`config.mk`:
```
export PLATFORM = sky130hd
export DESIGN_NAME = sram22_march_bist
export DESIGN_NICKNAME = d
export VERILOG_FILES = /design/src/rtl/sram22_march_bist.sv
export SDC_FILE = /design/constraint.sdc
export NUM_CORES = 1
export LEC_CHECK = 0
export CORE_ASPECT_RATIO = 0.7
export CORE_MARGIN = 5
export CORE_UTILIZATION = 50
export CTS_BUF_LIST = sky130_fd_sc_hd__clkbuf_2 sky130_fd_sc_hd__clkbuf_4 sky130_fd_sc_hd__clkbuf_8
export DETAILED_ROUTE_END_ITERATION = 10
export GPL_TIMING_DRIVEN = 1
export PLACE_DENSITY = 0.75
export SLEW_MARGIN = 20
export SYNTH_ARGS = -nofsm -noshare
export SYNTH_HDL_FRONTEND = slang
export SYNTH_SLANG_ARGS = --single-unit
```
`constraint.sdc`:
```
create_clock -name clk -period 7.2 [get_ports clk]
set_input_delay 1.44 -clock clk [delete_from_list [all_inputs] [get_ports clk]]
set_output_delay 1.44 -clock clk [all_outputs]
set_load 0.02 [all_outputs]
```
`src/rtl/sram22_march_bist.sv`:
```
// rtl/sram22_march_bist.sv - March C- BIST initiator for one sram22 single-port macro
//
// Purpose: runs M0 up(w0); M1 up(r0,w1); M2 up(r1,w0); M3 down(r0,w1);
// M4 down(r1,w0); M5 up(r0) over every address, one op per cycle.
// It stops at the first read mismatch and reports it; otherwise it reports a pass.
//
// Ports:
//   clk, rst                         clock shared with the SRAM, async active-high reset
//   start                            begin a run; sampled only in IDLE or DONE
//   busy / done / fail               run status; fail is valid while done=1
//   fail_addr / fail_exp / fail_got  address, expected word and read word of the first mismatch
//   sram_we / sram_wmask / sram_addr / sram_din   registered SRAM command
//   sram_dout                        SRAM read data, valid the cycle after the read edge

module sram22_march_bist #(
    parameter int DATA_WIDTH  = 8,
    parameter int ADDR_WIDTH  = 12,
    parameter int WMASK_WIDTH = 1
) (
    input  logic                   clk,
    input  logic                   rst,
    input  logic                   start,
    output logic                   busy,
    output logic                   done,
    output logic                   fail,
    output logic [ADDR_WIDTH-1:0]  fail_addr,
    output logic [DATA_WIDTH-1:0]  fail_exp,
    output logic [DATA_WIDTH-1:0]  fail_got,
    output logic                   sram_we,
    output logic [WMASK_WIDTH-1:0] sram_wmask,
    output logic [ADDR_WIDTH-1:0]  sram_addr,
    output logic [DATA_WIDTH-1:0]  sram_din,
    input  logic [DATA_WIDTH-1:0]  sram_dout
);

    typedef enum logic [1:0] {
        S_IDLE  = 2'd0,
        S_RUN   = 2'd1,
        S_DRAIN = 2'd2,
        S_DONE  = 2'd3
    } state_t;

    localparam logic [ADDR_WIDTH-1:0]  ADDR_MAX  = '1;
    localparam logic [ADDR_WIDTH-1:0]  ADDR_ZERO = '0;
    localparam logic [ADDR_WIDTH-1:0]  ADDR_ONE  = {{(ADDR_WIDTH-1){1'b0}}, 1'b1};
    localparam logic [WMASK_WIDTH-1:0] MASK_ALL  = '1;
    localparam logic [WMASK_WIDTH-1:0] MASK_NONE = '0;
    localparam logic [DATA_WIDTH-1:0]  DATA_ZERO = '0;

    state_t                 state_q, state_d;
    logic [2:0]             elem_q, elem_d;       // current March element 0..5
    logic                   phase_q, phase_d;     // 0 = first op of element, 1 = second op
    logic                   op_rd_q, op_rd_d;     // op currently presented to the SRAM is a read
    logic [DATA_WIDTH-1:0]  op_exp_q, op_exp_d;   // expected word of that read
    logic                   rd_pend_q, rd_pend_d; // read sampled last edge; data on sram_dout now
    logic [DATA_WIDTH-1:0]  rd_exp_q, rd_exp_d;
    logic [ADDR_WIDTH-1:0]  rd_addr_q, rd_addr_d;

    logic                   busy_q, busy_d;
    logic                   done_q, done_d;
    logic                   fail_q, fail_d;
    logic [ADDR_WIDTH-1:0]  fail_addr_q, fail_addr_d;
    logic [DATA_WIDTH-1:0]  fail_exp_q, fail_exp_d;
    logic [DATA_WIDTH-1:0]  fail_got_q, fail_got_d;
    logic                   sram_we_q, sram_we_d;
    logic [WMASK_WIDTH-1:0] sram_wmask_q, sram_wmask_d;
    logic [ADDR_WIDTH-1:0]  sram_addr_q, sram_addr_d;
    logic [DATA_WIDTH-1:0]  sram_din_q, sram_din_d;

    // Position of the op that follows the one currently presented.
    logic [2:0]             nxt_elem;
    logic                   nxt_phase;
    logic [ADDR_WIDTH-1:0]  nxt_addr;
    logic                   last_op;
    logic                   nxt_rd;
    logic [DATA_WIDTH-1:0]  nxt_pat;
    logic                   mismatch;

    // M0 is write-only, M5 read-only; two-op elements read first, then write.
    function automatic logic op_is_read(input logic [2:0] e, input logic p);
        if (e == 3'd0) begin
            return 1'b0;
        end else if (e == 3'd5) begin
            return 1'b1;
        end
        return ~p;
    endfunction

    // Reads expect ones in M2/M4; writes store ones in M1/M3.
    function automatic logic op_pattern_bit(input logic [2:0] e, input logic rd);
        if (rd) begin
            return (e == 3'd2) || (e == 3'd4);
        end
        return (e == 3'd1) || (e == 3'd3);
    endfunction

    always_comb begin
        nxt_elem  = elem_q;
        nxt_phase = phase_q;
        nxt_addr  = sram_addr_q;
        last_op   = 1'b0;
        case (elem_q)
            3'd0: begin
                if (sram_addr_q == ADDR_MAX) begin
                    nxt_elem = 3'd1;
                    nxt_addr = ADDR_ZERO;
                end else begin
                    nxt_addr = sram_addr_q + ADDR_ONE;
                end
            end
            3'd1, 3'd2: begin
                if (!phase_q) begin
                    nxt_phase = 1'b1;
                end else begin
                    nxt_phase = 1'b0;
                    if (sram_addr_q == ADDR_MAX) begin
                        nxt_elem = elem_q + 3'd1;
                        // M1 hands over to ascending M2, M2 to descending M3
                        nxt_addr = (elem_q == 3'd1) ? ADDR_ZERO : ADDR_MAX;
                    end else begin
                        nxt_addr = sram_addr_q + ADDR_ONE;
                    end
                end
            end
            3'd3, 3'd4: begin
                if (!phase_q) begin
                    nxt_phase = 1'b1;
                end else begin
                    nxt_phase = 1'b0;
                    if (sram_addr_q == ADDR_ZERO) begin
                        nxt_elem = elem_q + 3'd1;
                        // M3 hands over to descending M4, M4 to ascending M5
                        nxt_addr = (elem_q == 3'd3) ? ADDR_MAX : ADDR_ZERO;
                    end else begin
                        nxt_addr = sram_addr_q - ADDR_ONE;
                    end
                end
            end
            3'd5: begin
                if (sram_addr_q == ADDR_MAX) begin
                    last_op = 1'b1;
                end else begin
                    nxt_addr = sram_addr_q + ADDR_ONE;
                end
            end
            default: begin
                last_op = 1'b1;
            end
        endcase
        nxt_rd  = op_is_read(nxt_elem, nxt_phase);
        nxt_pat = {DATA_WIDTH{op_pattern_bit(nxt_elem, nxt_rd)}};
    end

    always_comb begin
        state_d      = state_q;
        elem_d       = elem_q;
        phase_d      = phase_q;
        op_rd_d      = op_rd_q;
        op_exp_d     = op_exp_q;
        rd_pend_d    = rd_pend_q;
        rd_exp_d     = rd_exp_q;
        rd_addr_d    = rd_addr_q;
        fail_d       = fail_q;
        fail_addr_d  = fail_addr_q;
        fail_exp_d   = fail_exp_q;
        fail_got_d   = fail_got_q;
        sram_we_d    = sram_we_q;
        sram_wmask_d = sram_wmask_q;
        sram_addr_d  = sram_addr_q;
        sram_din_d   = sram_din_q;
        mismatch     = 1'b0;

        case (state_q)
            S_IDLE, S_DONE: begin
                op_rd_d   = 1'b0;
                rd_pend_d = 1'b0;
                sram_we_d = 1'b0;
                if (start) begin
                    // op0 (w0 @ 0) is issued at the accepting edge
                    state_d      = S_RUN;
                    fail_d       = 1'b0;
                    elem_d       = 3'd0;
                    phase_d      = 1'b0;
                    sram_we_d    = 1'b1;
                    sram_wmask_d = MASK_ALL;
                    sram_addr_d  = ADDR_ZERO;
                    sram_din_d   = DATA_ZERO;
                end
            end
            S_RUN, S_DRAIN: begin
                // Read presented this cycle is sampled at this edge; its data
                // is compared one edge later.
                rd_pend_d = op_rd_q;
                rd_exp_d  = op_exp_q;
                rd_addr_d = sram_addr_q;
                mismatch  = rd_pend_q && (sram_dout != rd_exp_q);

                if (mismatch) begin
                    state_d     = S_DONE;
                    fail_d      = 1'b1;
                    fail_addr_d = rd_addr_q;
                    fail_exp_d  = rd_exp_q;
                    fail_got_d  = sram_dout;
                    sram_we_d   = 1'b0;
                    op_rd_d     = 1'b0;
                    rd_pend_d   = 1'b0;
                end else if (state_q == S_DRAIN) begin
                    state_d   = S_DONE;
                    rd_pend_d = 1'b0;
                end else if (last_op) begin
                    state_d   = S_DRAIN;
                    sram_we_d = 1'b0;
                    op_rd_d   = 1'b0;
                end else begin
                    elem_d       = nxt_elem;
                    phase_d      = nxt_phase;
                    sram_addr_d  = nxt_addr;
                    sram_we_d    = ~nxt_rd;
                    sram_wmask_d = nxt_rd ? MASK_NONE : MASK_ALL;
                    sram_din_d   = nxt_rd ? DATA_ZERO : nxt_pat;
                    op_rd_d      = nxt_rd;
                    op_exp_d     = nxt_pat;
                end
            end
            default: begin
                state_d = S_IDLE;
            end
        endcase

        busy_d = (state_d == S_RUN) || (state_d == S_DRAIN);
        done_d = (state_d == S_DONE);
    end

    always_ff @(posedge clk or posedge rst) begin
        if (rst) begin
            state_q      <= S_IDLE;
            elem_q       <= 3'd0;
            phase_q      <= 1'b0;
            op_rd_q      <= 1'b0;
            op_exp_q     <= '0;
            rd_pend_q    <= 1'b0;
            rd_exp_q     <= '0;
            rd_addr_q    <= '0;
            busy_q       <= 1'b0;
            done_q       <= 1'b0;
            fail_q       <= 1'b0;
            fail_addr_q  <= '0;
            fail_exp_q   <= '0;
            fail_got_q   <= '0;
            sram_we_q    <= 1'b0;
            sram_wmask_q <= '0;
            sram_addr_q  <= '0;
            sram_din_q   <= '0;
        end else begin
            state_q      <= state_d;
            elem_q       <= elem_d;
            phase_q      <= phase_d;
            op_rd_q      <= op_rd_d;
            op_exp_q     <= op_exp_d;
            rd_pend_q    <= rd_pend_d;
            rd_exp_q     <= rd_exp_d;
            rd_addr_q    <= rd_addr_d;
            busy_q       <= busy_d;
            done_q       <= done_d;
            fail_q       <= fail_d;
            fail_addr_q  <= fail_addr_d;
            fail_exp_q   <= fail_exp_d;
            fail_got_q   <= fail_got_d;
            sram_we_q    <= sram_we_d;
            sram_wmask_q <= sram_wmask_d;
            sram_addr_q  <= sram_addr_d;
            sram_din_q   <= sram_din_d;
        end
    end

    assign busy       = busy_q;
    assign done       = done_q;
    assign fail       = fail_q;
    assign fail_addr  = fail_addr_q;
    assign fail_exp   = fail_exp_q;
    assign fail_got   = fail_got_q;
    assign sram_we    = sram_we_q;
    assign sram_wmask = sram_wmask_q;
    assign sram_addr  = sram_addr_q;
    assign sram_din   = sram_din_q;

endmodule
```
Word level (Yosys, flattened, before mapping) --
Cells that the tools add are included.
Word-level totals: register bits after elaboration 68, output and inout bits 53
Cells by class: reduce and logical (&&, ||, !) cells 19, add/subtract/negate cells 3, multiplexer cells 73, bitwise operators 5, equality and inequality tests 28
Operators by type and width (count):
- $mux 12 | 12
- $pmux 12 s4 | 1
- $mux 8 | 5
- $mux 1 | 30
- $mux 3 | 9
- $pmux 12 s2 | 1
- $pmux 8 s2 | 1
- $pmux 1 s2 | 7
- $add 12x1->12 const B | 1
- $eq 12x12->1 const B | 1
- $eq 3x2->1 const B | 4
- $eq 3x3->1 const B | 4
- $logic_not 12->1 | 1
- $ne 3x3->1 const B | 4
- $sub 12x1->12 const B | 1
- $ne 2x2->1 const B | 5
- $pmux 3 s3 | 1
- $eq 2x2->1 const B | 4
- $mux 2 | 4
- $ne 8x8->1 | 1
- $reduce_and 4->1 | 2
- $reduce_and 8->1 | 1
- $reduce_or 2->1 | 4
- $eq 3x1->1 const B | 2
- 13 further kinds | 22

Logic depth before layout (Yosys ltp) --
Gate-level depths: netlist of run 1.
depth after elaboration 15, mapped depth 13, mapped depth without buffers 12

Least setup slack after synthesis of run 1 --
No wires, ideal clock.
path kind input to register, from input port sram_dout[5], to register busy_q (netlist: busy), arrival time 2961 ps, data required time 7074 ps, setup time 126 ps, stages 8, setup slack 4113 ps, path buffers 0, cells stage by stage nand4_1 or3_1 a31oi_4 nand2_1 or2_2 nor2_1 a21oi_1 ha_1
Between the ends: word-level cells in the longest chain between the ends 6, elaborated cells between the ends (all ways) 7, those cells by class 3 x eq/ne; 2 x mux; 2 x reduce/logical
Ends and longest elaborated chain:
- from (decl) | RTL line 33 | input logic [DATA_WIDTH-1:0] sram_dout
- $ne 8x8->1 (*) | RTL line 196 | mismatch = rd_pend_q && (sram_dout != rd_exp_q);
- $logic_and 1x1->1 (*) | RTL line 196
- $mux 2 (*) | RTL line 198 | if (mismatch) begin
- $pmux 2 s2 (*) | RTL line 173 | case (state_q)
- named net state_d[1] | RTL line 50 | state_t state_q, state_d;
- $eq 2x1->1 or $eq 2x2->1 (tied branches) | RTL line 230 | busy_d = (state_d == S_RUN) || (state_d == S_DRAIN);
- $logic_or 1x1->1 (*) | RTL line 230
- named net busy_d | RTL line 59 | logic busy_q, busy_d;
- to (signal assigned) | RTL line 263 | busy_q <= busy_d;
- to (decl) | RTL line 59
Mark *: on every way through the listed nets, which the timed path passes. The rest lies on a longest branch. A chain may end at the register's enable or synchronous reset.

Final worst setup path of run 1 --
from input port sram_dout[3], to register sram_addr_q[10] (netlist: sram_addr[10])
Between the ends: word-level cells in the longest chain between the ends 4
Ends and longest elaborated chain:
- $ne 8x8->1 | RTL line 196
- $logic_and 1x1->1 | RTL line 196
- $ne 2x2->1 (no source line)
- $reduce_and 8->1 (no source line)
- to (signal assigned) | RTL line 271 | sram_addr_q <= sram_addr_d;
- to (decl) | RTL line 67 | logic [ADDR_WIDTH-1:0] sram_addr_q, sram_addr_d;
Every way passes these cells.

==> run metrics, run 1 <==
status=complete, no violations; Worst Path Buf+Inv=1; slowest CP cell=o22a_1; core area=7800 um^2; post-CTS resize count=0; H-tree levels=3; Die X-Extent=117 um; DRT Wirelength=10,300 um; clock buffer count from CTS=9; DRT Pass-1 Iters=5; final core occ=60.3%; Hold Crit Class=flip-flop to flip-flop; Worst Path Max Fanout=22; Starting Density=51.0%; Hold Fails Final Rpt=0; CP cell instances=clkdlybuf4s50_1 > nor4_1 > nand3_1 > a31oi_4 > nand3b_1 > o22a_1 > a31oi_1 > a22o_1; placed cell area=4510 um^2; post-synth top area share=38.3%; largest net degree at the start of global routing=62; Ant. Diodes=0; nets=466; Pwr per Cell Area=254 nW/um^2; routed via count=3,338; routability cong.=0.985; post-DR wirelength/cell=18.7 um; dominant cells by area after synthesis=dfrtp_1, mux2_2, nand2_1, ha_1, buf_4; RSZ-0062 raised after global routing=false; Max-slew headroom=32.2%; Netlist cell types=64; initial antenna violation count=0; CP Capture Type=flip-flop; most frequent cell after synthesis=dfrtp_1; Critical Path Source Type=primary input; clock slew seen by the registers of the worst setup and hold paths=0.07 ns; Hold WS=0.493 ns; register area=1530 um^2; pre-CTS setup slack=3.24 ns; Multi-input gate area=2150 um^2; setup ws final=3.57 ns; # setup viols final=0; critical path type=primary input to flip-flop; CP Data Arrival Time=3.92 ns; Worst Path Required=7.49 ns; clk_lat worst skew=0.35 ns; DP HPWL=7270 um; Crit path max-delay family=compound AO/OA/AOI/OAI gates; Synth area leader=dfrtp_1; I/O pin cnt=64; Final Instance Area=4700 um^2; Synth top cells by count=dfrtp_1, nand2_1, mux2_2, nor2_1, a21oi_1; IO buf count=63; Die ar.=9880 um^2; min cycle time layout=3.63 ns; GRT Total Usage=21.4%; clk sinks=61; post-CTS setup buffer count=0; Final ANT Viol Nets=0; Clock Tree Root=clkbuf_8; Area Growth Syn to Fin=18.1%; aggregate global routing overflow=0; cell area after synthesis=3980 um^2; layout cell share with drive strength beyond 1=16.9%; Worst path max stage delay=0.50 ns; Final Skew=0.00695 ns; main flop type after synthesis=dfrtp_1; Syn Area/Cell=9.71 um^2; Max Cap Viol=0; Net Count, Synth=432; Cells after Synth=410; setup TNS=0 ns; Tcrit/Tclk final=50.5%; CTS hold repair buffers=0; f_max=0.275 GHz; CTS tree=built; synth warn=0; DRC Markers=0; Synth async-reset ratio=100%; VDD IR max=0.160 mV; P_leak=2.04 nW; Row Count=27; max-slew violations=0; die height=84.7 um; global-route wire length before repair=16,600 um; Fill cells=653; clock buffer depth=2; Post-synth EDFFs=0; synthesis-stage register bit count=61; vias in the first global route=3,235; sequential fraction of the synthesis area=38.3%; slew of the pin with the lowest slew margin=1.02 ns; drt initial violations=297; vias per cell=6.07
## final timing paths
check                                         start                         to  slack, ns  depth (start not counted)
min in group asynchronous                       rst    fail_got[5]$_DFFE_PP0P_       1.62                          3
hold reg to reg            rd_addr_q[1]$_DFFE_PP0N_   rd_addr_q[1]$_DFFE_PP0N_       0.49                          2
max in group asynchronous                       rst  sram_addr[11]$_DFFE_PP0P_       5.06                          3
setup / recovery                       sram_dout[3]  sram_addr[10]$_DFFE_PP0P_       3.57                          8
setup reg to reg              elem_q[1]$_DFFE_PP0P_   sram_addr[7]$_DFFE_PP0P_       3.75                          9
hold / removal             rd_addr_q[1]$_DFFE_PP0N_   rd_addr_q[1]$_DFFE_PP0N_       0.49                          2
## cell families (layout without fill, tap and decap cells)
group | after synthesis | in the layout | synth area share [%]
AND/OR/NAND/NOR | 129 | 129 | 18.9
AO/OA/AOI/OAI | 102 | 102 | 18.8
XOR/XNOR | 15 | 15 | 3.30
multiplexers | 33 | 33 | 9.27
adder cells (fa/ha/maj) | 11 | 11 | 3.46
flip-flops | 61 | 61 | 38.3
buffers and inverters | 59 | 98 | 7.92
## metrics by stage
stage               power (W)  cells
finish                0.00120    550
global route          0.00126    550
CTS                   0.00120    550
detailed placement   0.000896    534
global placement     0.000892    534
floorplan            0.000764    410
## worst min-delay path: stages, from the launching register on
cell and delay (ns):
dfrtp_1 0.35, nand2_1 0.05, o21ai_0 0.06
## cell type report
class                           count  area share [%]
Timing Repair Buffer               65            13.7
Tap cell                          101            2.69
Clock buffer                       12            3.38
Clock inverter                      4           0.692
Multi-Input combinational cell    290            45.7
Inverter                           17            1.36
Sequential cell                    61            32.5
## placed cells by master (no fill, tap or decap), types with 4 or more instances in the layout
| cell type | synthesis | final |
|---|---|---|
| a31oi_1 | 5 | 5 |
| clkbuf_8 | 0 | 11 |
| o21ai_1 | 7 | 7 |
| nor2b_1 | 4 | 4 |
| mux2_2 | 31 | 31 |
| o21ai_0 | 20 | 20 |
| ha_1 | 11 | 11 |
| nor2_1 | 25 | 24 |
| nand2_1 | 38 | 38 |
| xor2_1 | 9 | 9 |
| a22o_1 | 7 | 7 |
| nand3_1 | 13 | 13 |
| nand2b_1 | 5 | 5 |
| dfrtp_1 | 61 | 61 |
| xnor2_1 | 6 | 6 |
| inv_1 | 17 | 16 |
| a21oi_1 | 21 | 21 |
| o211ai_1 | 6 | 6 |
| a221oi_1 | 4 | 4 |
| nand4_1 | 4 | 4 |
| clkdlybuf4s50_1 | 0 | 63 |
| nor3_1 | 9 | 9 |
## flip-flops by register name, summed over array words and instances, names as in the netlist
signal,cells
fail_addr,12
rd_addr_q,12
sram_addr,12
fail_got,8
elem_q,3
state_q,2
busy,1
done,1
fail,1
fail_exp,1
op_exp_q,1
op_rd_q,1
phase_q,1
rd_exp_q,1
rd_pend_q,1
sram_din,1
sram_we,1
sram_wmask,1
## report_power, final
part / internal, W / switching (W) / total [W]
clock network: 0.000149 / 0.000145 / 0.000294
registers: 0.000372 / 0.0000453 / 0.000417
logic: 0.000175 / 0.000309 / 0.000485
total: 0.000696 / 0.000500 / 0.00120
## per-layer routing
layer  routed length, um  GRT usage [%]  vias to the layer above
met5                   0              0                        -
met4                 178           5.94                        0
met3                 971           7.78                       19
met2                4340           29.7                      158
met1                4760           31.3                     1628
li1                    -              -                     1533
Power figures use the tool's default switching activity.
==> run 2, diff against run 1 <==
==> constraint.sdc (replaced) <==
create_clock -name clk -period 3.8 [get_ports clk]
set_input_delay 0.76 -clock clk [delete_from_list [all_inputs] [get_ports clk]]
set_output_delay 0.76 -clock clk [all_outputs]
set_load 0.02 [all_outputs]
==> run metrics, run 2 (same netlist as run 1, synthesis figures left out) <==
drt initial violations=421; Starting Density=51.0%; critical path type=flip-flop to flip-flop; Critical Path Most Common Cell=a21oi_1; Clock Tree Root=clkbuf_8; clk_lat worst skew=0.35 ns; aggregate global routing overflow=0; Fill cells=652; Ant. Diodes=0; status=complete, no violations; CP Capture Type=flip-flop; Max Cap Viol=0; min cycle time layout=3.19 ns; setup ws final=0.607 ns; Pwr per Cell Area=503 nW/um^2; layout cell share with drive strength beyond 1=17.7%; die height=84.7 um; Final Skew=0.0101 ns; max-slew violations=0; core area=7800 um^2; Die X-Extent=117 um; RSZ-0062 raised after global routing=false; nets=470; Worst Path Max Fanout=12; combinational power share=38.9%; DP HPWL=7320 um; largest net degree at the start of global routing=62; CP Data Arrival Time=3.46 ns; # setup viols final=0; global-route wire length before repair=17,300 um; VDD IR max=0.399 mV; CTS hold repair buffers=0; CP cell instances=inv_1 > ha_1 > nor3b_4 > and4_1 > a21oi_1 > o21ai_0 > a211oi_1 > a21oi_1 > o22ai_1; clock buffer depth=2; DRT Wirelength=10,500 um; pre-CTS setup slack=0.561 ns; post-CTS setup buffer count=0; Die ar.=9880 um^2; Hold Fails Final Rpt=0; setup TNS=0 ns; CTS tree=built; clk sinks=61; Area Growth Syn to Fin=19.9%; vias per cell=5.98; sequential power share=33.0%; clock slew seen by the registers of the worst setup and hold paths=0.07 ns; internal power=0.00145 W; sw frac=39.7%; Row Count=27; Max-slew headroom=34.3%; Tcrit/Tclk final=84.0%; DRT Pass-1 Iters=5; DRC Markers=0; Worst Path Required=4.06 ns; post-CTS resize count=0; routability cong.=0.966; Hold Crit Class=flip-flop to flip-flop; clock buffer count from CTS=9; commonest non-fill, non-tap cell in the layout=clkdlybuf4s50_1; routed via count=3,311; f_max=0.313 GHz; P_leak=2.09 nW; GRT Total Usage=22.0%; Critical Path Source Type=flip-flop; vias in the first global route=3,329; H-tree levels=3; slowest CP cell=a21oi_1; Sw Pwr=0.000954 W; clock power share=28.1%; Worst path max stage delay=0.80 ns; Final ANT Viol Nets=0; IO buf count=63; post-DR wirelength/cell=18.9 um; I/O pin cnt=64; initial antenna violation count=0; slew of the pin with the lowest slew margin=0.986 ns; most frequent cells in the layout=clkdlybuf4s50_1, dfrtp_1, nand2_1
-- run 2: cell types whose count changed in the layout (fill, tap and decap cells not counted), sizes merged --
cell | before | now
clkinvlp | 2 | 0
clkinv | 2 | 1
bufinv | 0 | 2
buf | 2 | 6
clkbuf | 12 | 13
-- run 2: power by group through the flow --
stage | Clock, W | Sequential, W | Combinational (W)
after floorplan | 0 | 0.000793 | 0.000655
after global placement | 0 | 0.000796 | 0.000901
after detailed placement | 0 | 0.000800 | 0.000911
after CTS | 0.000684 | 0.000792 | 0.000922
after global routing | 0.000718 | 0.000800 | 0.00101
final | 0.000676 | 0.000794 | 0.000934
-- run 2: metal layers --
metal | track usage, % | wire length, um | vias up
met4 | 6.56 | 148 | 0
met1 | 32.3 | 4870 | 1587
met3 | 5.98 | 1020 | 19
met2 | 31.6 | 4410 | 160
li1 | - | - | 1545
met5 | 0 | 0 | -
-- run 2: stage by stage --
stage	total power [W]	area (um^2)	util, %	cells	hold WS (ns)
final	0.00240	4780	61.2	554	0.495
after global routing	0.00252	4780	61.2	554	0.518
after CTS	0.00240	4780	61.2	554	0.505
after floorplan	0.00145	3980	-	410	0.448
after global placement	0.00170	4550	58.3	538	0.469
after detailed placement	0.00171	4550	58.3	538	0.474
-- run 2: worst paths after layout --
path | startpoint | depth (start not counted) | slack [ns] | end
min | rd_addr_q[0]$_DFFE_PP0N_ | 2 | 0.50 | rd_addr_q[0]$_DFFE_PP0N_
max | sram_addr[0]$_DFFE_PP0P_ | 9 | 0.61 | sram_addr[8]$_DFFE_PP0P_
max in group asynchronous | rst | 3 | 2.73 | sram_addr[9]$_DFFE_PP0P_
min reg2reg | rd_addr_q[0]$_DFFE_PP0N_ | 2 | 0.50 | rd_addr_q[0]$_DFFE_PP0N_
min in group asynchronous | rst | 3 | 0.77 | fail_got[4]$_DFFE_PP0P_
max reg2reg | sram_addr[0]$_DFFE_PP0P_ | 9 | 0.61 | sram_addr[8]$_DFFE_PP0P_
-- run 2: layout make-up --
type,count,area [um^2],area share [%]
clock buffer,13,160,3.35
clock inverter,3,68.8,1.44
inverter,17,63.8,1.34
multi-input combinational,290,2140,44.9
sequential,61,1530,32.0
tap,101,126,2.65
timing repair buffer,69,688,14.4
-- run 2: worst max-delay path, delay by kind of cell, from the launching register on --
kind                     cells  cell delay, ns
buffers and inverters        1            0.13
AO/OA/AOI/OAI                5            1.59
AND/OR/NAND/NOR              2            0.49
flip-flops                   1            0.63
adder cells (fa/ha/maj)      1            0.26
==> run 3, diff against run 2 <==
--- a/config.mk
+++ b/config.mk
@@ -11,7 +11,7 @@
 export CTS_BUF_LIST = sky130_fd_sc_hd__clkbuf_2 sky130_fd_sc_hd__clkbuf_4 sky130_fd_sc_hd__clkbuf_8
 export DETAILED_ROUTE_END_ITERATION = 10
 export GPL_TIMING_DRIVEN = 1
-export PLACE_DENSITY = 0.75
+export PLACE_DENSITY = 0.78
 export SLEW_MARGIN = 20
 export SYNTH_ARGS = -nofsm -noshare
 export SYNTH_HDL_FRONTEND = slang
==> constraint.sdc (replaced) <==
create_clock -name clk -period 2.7 [get_ports clk]
set_input_delay 0.54 -clock clk [delete_from_list [all_inputs] [get_ports clk]]
set_output_delay 0.54 -clock clk [all_outputs]
set_load 0.02 [all_outputs]
==> run metrics, run 3 (same netlist as run 1, synthesis figures left out) <==
final core occ=64.8%; met1 WL=4960 um; global-route wire length before repair=17,500 um; core area=7800 um^2; Worst Path Max Fanout=9; IO buf count=63; max-slew violations=0; clock buffer depth=2; register area=1530 um^2; r2r startpoint=elem_q[0]$_DFFE_PP0P_; Final Skew=0.00651 ns; reg2reg path depth=10; nets=503; Hold Path Stages=2; # setup viols final=0; GRT Total Usage=22.3%; Cell Count Post-Placement=570; Hold Fails Final Rpt=0; commonest non-fill, non-tap cell in the layout=clkdlybuf4s50_1; Ant. Diodes=0; drt initial violations=321; DRT Pass-1 Iters=5; Clock Tree Root=clkbuf_8; P_leak=2.26 nW; Max-slew headroom=58.7%; largest net degree at the start of global routing=35; Final ANT Viol Nets=0; f_max=0.386 GHz; Critical Path Source Type=flip-flop; Die X-Extent=117 um; Hold Crit Class=flip-flop to flip-flop; top sig layer=met4; vias in the first global route=3,443; routed via count=3,556; CP Data Arrival Time=2.87 ns; worst r2r dst=sram_addr[2]$_DFFE_PP0P_; status=complete, no violations; Hold Path End=rd_addr_q[6]$_DFFE_PP0N_; Multi-input gate area=2160 um^2; clock buffer count from CTS=9; Pwr per Cell Area=712 nW/um^2; CTS tree=built; vias per cell=6.06; Die ar.=9880 um^2; Area Growth Syn to Fin=26.9%; VDD IR max=0.447 mV; CP Capture Type=flip-flop; layout cell share with drive strength beyond 1=23.9%; Hold Startpoint=rd_addr_q[6]$_DFFE_PP0N_; clk sinks=61; initial antenna violation count=0; Worst R2R Setup Slack=0.11 ns; most frequent cells in the layout=clkdlybuf4s50_1, dfrtp_1, nand2_1; slew of the pin with the lowest slew margin=0.619 ns; metal2 WL=4600 um; aggregate global routing overflow=0; Final Instance Area=5050 um^2; clock slew seen by the registers of the worst setup and hold paths=0.07 ns; Fill cells=596; Starting Density=51.0%; DRC Markers=0; Final Total Pwr=0.00360 W; die height=84.7 um; post-DR wirelength/cell=18.3 um; min cycle time layout=2.59 ns; clk_lat worst skew=0.34 ns; DP HPWL=7830 um; RSZ-0062 raised after global routing=false; Tcrit/Tclk final=95.9%; Met3 Routed Length=1030 um; DRT Wirelength=10,700 um; I/O pin cnt=64; Worst Path Required=2.98 ns; CTS hold repair buffers=0; Row Count=27; routability cong.=0.963; final cell count without fillers=587; placed cell area=4810 um^2; H-tree levels=3; Max Cap Viol=0; critical path type=flip-flop to flip-flop
==> run 3: cell count changes in the layout (fill, tap and decap cells not counted), moves of 2 or more <==
| cell | change |
|---|---|
| clkinv_2 | +2 |
| buf_4 | +31 |
| clkbuf_4 | -2 |
| buf_12 | +2 |
==> run 3: routing by layer <==
layer | vias up | global-route usage (%)
met1 | 1714 | 34.0
li1 | 1612 | -
met4 | 0 | 4.17
met2 | 204 | 32.2
met3 | 26 | 5.48
met5 | - | 0
==> run 3: worst max-delay path by stage <==
stage | startpoint | end | slack, ns | cells after the start
finish | elem_q[0]$_DFFE_PP0P_ | sram_addr[2]$_DFFE_PP0P_ | 0.11 | 10
floorplan | sram_addr[1]$_DFFE_PP0P_ | op_rd_q$_DFFE_PP0P_ | 0.06 | 13
detailed placement | sram_dout[4] | busy$_DFF_PP0_ | -0.13 | 9
CTS | sram_addr[0]$_DFFE_PP0P_ | op_rd_q$_DFFE_PP0P_ | 0.12 | 12
global route | sram_addr[0]$_DFFE_PP0P_ | sram_we$_DFFE_PP0P_ | 0.01 | 9
global placement | sram_dout[5] | busy$_DFF_PP0_ | -0.03 | 9
==> run 3: worst max-delay path, cell delays in order (launching register included) <==
cell,delay (ns)
dfrtp_1,0.43
inv_1,0.14
ha_1,0.31
or3_1,0.38
a21oi_1,0.20
buf_4,0.21
nand2b_1,0.19
nand2_1,0.13
a221oi_1,0.06
a311oi_1,0.30
o22a_1,0.18
==> run 3: final cells by class <==
cell class / count / share of cell area [%]
Clock buffer: 10 / 2.60
Clock inverter: 6 / 1.71
Inverter: 17 / 1.26
Multi-Input combinational cell: 290 / 42.7
Sequential cell: 61 / 30.2
Tap cell: 101 / 2.50
Timing Repair Buffer: 102 / 19.0
==> run 3: repair_timing <==
action	4_1_cts	5_1_grt
setup buffers	0	1
gates resized for setup	0	4
setup endpoints to repair	0	6
==> run 3: power by group <==
part / leakage (nW) / internal, W / total [W] / switching [W]
logic: 1.32 / 0.000683 / 0.00163 / 0.000950
clock network: 0.110 / 0.000530 / 0.000906 / 0.000376
registers: 0.827 / 0.000994 / 0.00106 / 0.0000629
==> run 3: metrics by stage <==
stage / TNS [ns] / hold slack [ns] / setup slack [ns]
global placement: -0.0276 / 0.468 / -0.0276
floorplan: 0 / 0.448 / 0.0606
global route: 0 / 0.525 / 0.0135
detailed placement: -0.269 / 0.476 / -0.132
CTS: 0 / 0.499 / 0.121
finish: 0 / 0.498 / 0.110
